$ cat src/rtl/dsram_axi_arb.sv
// dsram_axi_arb: merges SRAM-style fetch and load/store ports onto a
// single-outstanding AXI master (single-beat INCR, len=0).
module dsram_axi_arb (
  input  logic        clk,
  input  logic        rst,
  input  logic        inst_req,
  input  logic [31:0] inst_addr,
  output logic        inst_addr_ok,
  output logic        inst_data_ok,
  input  logic        data_req,
  input  logic        data_wr,
  input  logic [1:0]  data_size,
  input  logic [31:0] data_addr,
  input  logic [31:0] data_wdata,
  input  logic [3:0]  data_wstrb,
  output logic        data_addr_ok,
  output logic        data_data_ok,
  output logic [31:0] rdata,
  output logic [31:0] araddr,
  output logic [2:0]  arsize,
  output logic        arvalid,
  input  logic        arready,
  input  logic [31:0] axi_rdata,
  input  logic        rvalid,
  output logic        rready,
  output logic [31:0] awaddr,
  output logic [2:0]  awsize,
  output logic        awvalid,
  input  logic        awready,
  output logic [31:0] wdata,
  output logic [3:0]  wstrb,
  output logic        wvalid,
  input  logic        wready,
  input  logic        bvalid,
  output logic        bready
);

  typedef enum logic [2:0] {
    IDLE, RD_ADDR, RD_DATA, WR_REQ, WR_RESP
  } state_e;

  state_e      state_q, state_d;
  logic [31:0] addr_q, addr_d;
  logic [31:0] wdata_q, wdata_d;
  logic [31:0] rdata_q, rdata_d;
  logic [2:0]  size_q, size_d;
  logic [3:0]  wstrb_q, wstrb_d;
  logic        own_q, own_d;
  logic        aw_done_q, aw_done_d;
  logic        w_done_q, w_done_d;
  logic        iok_q, iok_d;
  logic        dok_q, dok_d;
  logic        aw_fin, w_fin;

  always_ff @(posedge clk) begin
    if (rst) begin
      state_q   <= IDLE;
      addr_q    <= '0;
      wdata_q   <= '0;
      rdata_q   <= '0;
      size_q    <= '0;
      wstrb_q   <= '0;
      own_q     <= 1'b0;
      aw_done_q <= 1'b0;
      w_done_q  <= 1'b0;
      iok_q     <= 1'b0;
      dok_q     <= 1'b0;
    end else begin
      state_q   <= state_d;
      addr_q    <= addr_d;
      wdata_q   <= wdata_d;
      rdata_q   <= rdata_d;
      size_q    <= size_d;
      wstrb_q   <= wstrb_d;
      own_q     <= own_d;
      aw_done_q <= aw_done_d;
      w_done_q  <= w_done_d;
      iok_q     <= iok_d;
      dok_q     <= dok_d;
    end
  end

  always_comb begin
    state_d      = state_q;
    addr_d       = addr_q;
    wdata_d      = wdata_q;
    rdata_d      = rdata_q;
    size_d       = size_q;
    wstrb_d      = wstrb_q;
    own_d        = own_q;
    aw_done_d    = aw_done_q;
    w_done_d     = w_done_q;
    iok_d        = 1'b0;
    dok_d        = 1'b0;
    inst_addr_ok = 1'b0;
    data_addr_ok = 1'b0;
    arvalid      = 1'b0;
    rready       = 1'b0;
    awvalid      = 1'b0;
    wvalid       = 1'b0;
    bready       = 1'b0;
    // A channel counts as finished once its handshake has been seen.
    aw_fin       = aw_done_q | awready;
    w_fin        = w_done_q | wready;
    case (state_q)
      IDLE: begin
        aw_done_d = 1'b0;
        w_done_d  = 1'b0;
        if (data_req) begin
          data_addr_ok = 1'b1;
          addr_d       = data_addr;
          size_d       = {1'b0, data_size};
          wdata_d      = data_wdata;
          wstrb_d      = data_wstrb;
          own_d        = 1'b1;
          state_d      = data_wr ? WR_REQ : RD_ADDR;
        end else if (inst_req) begin
          inst_addr_ok = 1'b1;
          addr_d       = inst_addr;
          size_d       = 3'd2;
          wdata_d      = '0;
          wstrb_d      = '0;
          own_d        = 1'b0;
          state_d      = RD_ADDR;
        end
      end
      RD_ADDR: begin
        arvalid = 1'b1;
        if (arready) state_d = RD_DATA;
      end
      RD_DATA: begin
        rready = 1'b1;
        if (rvalid) begin
          rdata_d = axi_rdata;
          iok_d   = ~own_q;
          dok_d   = own_q;
          state_d = IDLE;
        end
      end
      WR_REQ: begin
        awvalid   = ~aw_done_q;
        wvalid    = ~w_done_q;
        aw_done_d = aw_fin;
        w_done_d  = w_fin;
        if (aw_fin && w_fin) state_d = WR_RESP;
      end
      WR_RESP: begin
        bready = 1'b1;
        if (bvalid) begin
          dok_d   = 1'b1;
          state_d = IDLE;
        end
      end
      default: state_d = IDLE;
    endcase
  end

  assign araddr       = addr_q;
  assign arsize       = size_q;
  assign awaddr       = addr_q;
  assign awsize       = size_q;
  assign wdata        = wdata_q;
  assign wstrb        = wstrb_q;
  assign rdata        = rdata_q;
  assign inst_data_ok = iok_q;
  assign data_data_ok = dok_q;

endmodule

$ cat config.mk
export PLATFORM = sky130hd
export DESIGN_NAME = dsram_axi_arb
export DESIGN_NICKNAME = d
export VERILOG_FILES = /design/src/rtl/dsram_axi_arb.sv
export SDC_FILE = /design/constraint.sdc
export NUM_CORES = 1
export LEC_CHECK = 0
export CORE_MARGIN = 1
export CORE_UTILIZATION = 37
export CTS_CLUSTER_DIAMETER = 150
export CTS_CLUSTER_SIZE = 28
export DETAILED_ROUTE_END_ITERATION = 12
export PLACE_DENSITY = 0.81
export SLEW_MARGIN = 15
export SYNTH_ARGS = -nofsm -noshare
export SYNTH_HDL_FRONTEND = slang
export SYNTH_SLANG_ARGS = --single-unit
$ cat constraint.sdc
create_clock -name clk -period 1.75 [get_ports clk]
set_input_delay 0.525 -clock clk [delete_from_list [all_inputs] [get_ports clk]]
set_output_delay 0.525 -clock clk [all_outputs]
set_load 0.05 [all_outputs]
* Word level (Yosys, flattened, before mapping)
Cells that the tools add are included.
Widths: inputs -> output; s select.
** Storage, ports and cells
- Register bits after elaboration :: 111
- Input bits :: 144
** Cells by class
- Reductions and logical operators :: 8
- Eq/ne operators :: 9
- Mux-type cells :: 33
- Bitwise gates (word level) :: 7
** Operators by type and width (number)
- $mux 32 :: 4
- $mux 3 :: 8
- $pmux 3 s5 :: 1
- $mux 1 :: 14
- $mux 4 :: 2
- $ne 2x2->1 const B :: 4
- $eq 3x2->1 const B :: 2
- $pmux 1 s2 :: 3
- $not 1->1 :: 5
- $reduce_and 5->1 :: 1
- $reduce_and 2->1 :: 2
- $reduce_bool 2->1 :: 2
- $eq 3x1->1 const B :: 1
- $eq 3x3->1 const B :: 1
- $logic_not 3->1 :: 1
- $ne 3x3->1 const B :: 1
- $reduce_or 3->1 :: 1
- $mux 2 :: 1
- $or 1x1->1 :: 2
- $logic_and 1x1->1 :: 1

* Logic depth before layout (Yosys ltp)
Gate-level depths: netlist of the first run.
- Depth after elaboration :: 4
- Gate-level depth with buffers :: 8
- Depth with buffers taken out :: 5

* Worst setup path before layout of the first run
Ideal clock, no wire load.
- Path type :: input to output
- Start point :: input port data_req
- End point :: output port inst_addr_ok
- Stages :: 3
- Required time :: 1225 ps
- Arrival :: 1576 ps
- Slack :: -351 ps
- Path buffers :: 2
- Cell sequence :: buf_2 buf_2 nor2_1
** On the way
- Cells in the longest elaborated chain, start to end :: 2
** RTL lines
- start, declared :: RTL line 10 : input logic data_req,
- $mux 1 :: RTL line 109 : if (data_req) begin
- $mux 1 :: RTL line 105 : case (state_q)
- end, declared :: RTL line 8 : output logic inst_addr_ok,
No other way between the ends.

* Worst setup path after layout of the first run
- Start point :: register state_q[1]
- End point :: output port bready
** On the way
- Cells in the longest elaborated chain, start to end :: 2
** RTL lines
- start, declared :: RTL line 42 : state_e state_q, state_d;
- start signal, assigned :: RTL line 69 : state_q <= state_d;
- $eq 3x3->1 :: RTL line 105
- $mux 1 :: RTL line 105
- end, declared :: RTL line 35 : output logic bready
No other way between the ends.

==> results of run 1 <==
-- what timing repair did --
item	4_1_cts	5_1_grt
endpoints found under the setup margin	9	40
setup buffers	8	3
gates cloned	0	2
resized for setup	13	9
pin swaps	4	6
-- through the flow --
step | std cells | power [mW] | TNS, ns | utilization, %
6_report | 935 | 11.5 | -0.590 | 75.8
5_1_grt | 935 | 11.8 | -0.893 | 75.8
4_1_cts | 929 | 11.4 | -0.734 | 74.8
3_5_place_dp | 905 | 8.85 | -11.82 | 71.1
3_3_place_gp | 905 | 8.70 | -8.81 | 71.1
2_1_floorplan | 502 | 6.21 | -0.229 | -
-- worst max path at each step --
stage	to	slack, ns	cells after the start
CTS	bready	-0.13	4
global route	inst_addr_ok	-0.18	4
global placement	araddr[8]	-0.26	6
finish	bready	-0.13	4
detailed placement	araddr[19]	-0.36	6
floorplan	awvalid	-0.11	4
-- cells by family (layout without fill, tap and decap cells) --
logic type      count (synthesis)  count (layout)
simple gates                  164             164
buf+inv                        76             340
compound gates                117             117
flops                         110             110
other cells                     1               3
mux                            33              33
-- layout make-up --
type	count	area [sq um]
clock inverters	7	129
clock buffers	9	225
fillers	772	2930
well taps	168	210
flip-flops and latches	110	2210
repair buffers	323	4360
inverters	1	6.26
diodes	1	2.50
multi-input cells	316	2030
-- report_power, final --
group	internal (mW)	switching (mW)	leakage, nW	total, mW
logic	2.70	2.99	2.61	5.69
registers	2.83	0.508	0.903	3.34
clock network	1.43	0.993	0.170	2.42
-- state kept, by name, indices dropped and copies added, names as in the netlist --
register      cells
rdata            32
wstrb             4
aw_done_q         1
inst_data_ok      1
wdata            32
w_done_q          1
state_q           3
data_data_ok      1
own_q             1
araddr           32
arsize            2
-- placed cells by master (no fill, tap or decap), types with 2 or more instances in the layout --
master / netlist / layout
a211oi_1: 3 / 2
a211oi_2: 30 / 31
a21o_1: 2 / 2
a21oi_1: 36 / 36
a22oi_1: 38 / 38
buf_12: 0 / 123
buf_4: 43 / 52
buf_6: 0 / 3
bufinv_16: 0 / 3
clkbuf_16: 0 / 11
clkdlybuf4s50_1: 0 / 138
conb_1: 1 / 2
dfxtp_1: 110 / 107
dfxtp_4: 0 / 2
dlymetal6s2s_1: 0 / 2
inv_8: 0 / 2
mux2i_1: 32 / 32
nand2_1: 69 / 67
nand2_2: 0 / 2
nor2_1: 80 / 75
nor2_2: 0 / 2
nor2_4: 0 / 3
nor2b_1: 3 / 2
o21ai_0: 2 / 2
-- per-layer routing --
layer	GRT usage, %	wire [um]	part of all wire (%)	vias to the layer above
met5	0	0	0	-
met4	9.74	413	2.5	0
met3	8.93	1590	9.5	33
met2	47.8	9110	54	236
met1	22.9	5650	34	2204
li1	-	-	-	2198
-- worst max-delay path: cells and delay by family, from the launching register on --
kind	cells	cell delay, ns
buffers and inverters	3	0.43
flip-flops	1	0.35
AND/OR/NAND/NOR	1	0.23
==> impl_results.md, run 1 <==
* Fin Hold WS at 0.462 ns
* Worst Path Max Fanout at 14
* Largest net degree at the start of global routing at 66
* Area of the die at 12900 sq um
* Final worst setup slack at -0.127 ns
* Final hold viol count at 0
* Synth async-reset ratio at 0%
* Clock transition at path regs at around 0.07 ns
* Final Cell Area at 9180 sq um
* Top cell type's share of synthesized area at 47.6%
* Tcrit/Tclk final at 107%
* DR WL/cell at 17.9 um
* Die Height at 114 um
* Dpl cell area at ~8600 sq um
* Hold Path Class: flip-flop to flip-flop
* Initial DRC Count at 194
* Synth Area in Compound Gates at 20.3%
* Crit path time final at 1.88 ns
* Max-Cap Viols at 0
* Total track usage at 24.5%
* Setup violators final at 7
* Post-Synth Simple-Gate Area at around 15%
* Sequential fraction of the synthesis area at 47.6%
* Detailed-route vias per instance at 5.00
* Setup slack, reg-to-reg at roughly 0.10 ns
* Worst Path Class, Setup: flip-flop to primary output
* Initial antenna violation count at 1
* Max-slew headroom at 62.1%
* Critical path arrival at 1.35 ns
* CTS tree: done
* Critical Path Sink Type: primary output
* Routability-driven placement congestion ratio at 0.803
* Hold depth at 2
* TritonCTS Buffers at 9
* IO buf count at 288
* Nets@finish at 905
* Failing checks: negative setup slack
* Syn Area/Cell at 9.23 sq um
* Library cells used by synthesis at 35
* Routed Antenna Nets at 0
* XOR/XNOR share of the synthesized area at 0%
* Initial Util at approximately two fifths
* Root Driver: clkbuf_16
* Worst R2R Start: state_q[2]
* Core Area at ~12000 sq um
* Post-Synth Adder-Cell Area at 0%
* Fin. max-slew vios at 0
* Status: finished with violations
* Area growth from synthesis to layout at 98.6%
* Worst R2R End: state_q[1]
* Critical-path top delay cell: dfxtp_2
* CTS Buffer Depth at 2
* CP peak stage delay at 0.35 ns
* Reg2reg path depth at 4
* Synth area leaders: dfxtp_1, a211oi_2, buf_4
* DP HPWL at 12.3 mm
* Vias in the first global route at 4869
* Unrepaired setup endpoints after global routing: true
* Number of synthesized flops with an enable pin at 0
* First-pass GRT wire length at approximately 25 mm
* Fmax at roughly 530 MHz
* Largest family of logic cells by synthesized area: compound AO/OA/AOI/OAI gates
* Io pins at approximately 290
* Max IR drop VDD at 0.689 mV
* Most common cell on crit path: buf_6
* Global route total overflow at 0
* Mapped cell area at 4620 sq um
* Post-synthesis mux area share at 7.17%
* Setup Skew at 0.00427 ns
* Seq cells post-synth at 110
* Vias at 4671
* Share of layout cells above drive strength 1 at about a third
* Hold EP: rdata[6]
* P per Cell Area at 1250 nW/um^2
* DR pass1 iterations at 5
* Clk Latency, worst-skew pair at 0.35 ns
* Most frequent cell after synthesis: dfxtp_1
* Die Span X at 114 um
* Post-synth top area cell: dfxtp_1
* Ys flop type: dfxtp_1
* Top post-synthesis cells by count: dfxtp_1, nor2_1, nand2_1
* Core Rows at 40
* Critical path launch point type: flip-flop
* Cts hold-fix bufs at 0
* Worst Setup SP: state_q[1]
* Post-Syn Instances at 501
* HP Start: rdata[6]
* Cell chain of the critical path: buf_6, nor3b_4, buf_6, buf_12
* Worst Path Required at 1.22 ns
* Slew @ Worst Pin at approximately 0.56 ns
* Setup WS pre-CTS at -0.365 ns
* Residual DRC at 0
* Routed WL at about 17 mm
* Lkg Pwr at approximately 3.7 nW
* Clock Sinks at 110
* CTS HTree Levels at 3
* Ys Warns at 0
Note: power is estimated with default switching activity, not from simulation.
==> run 2, diff against run 1 <==
- CTS_CLUSTER_DIAMETER: 150 -> 60
==> results of run 2 <==
Final layout, timing and power as in run 1 (identical DEF).
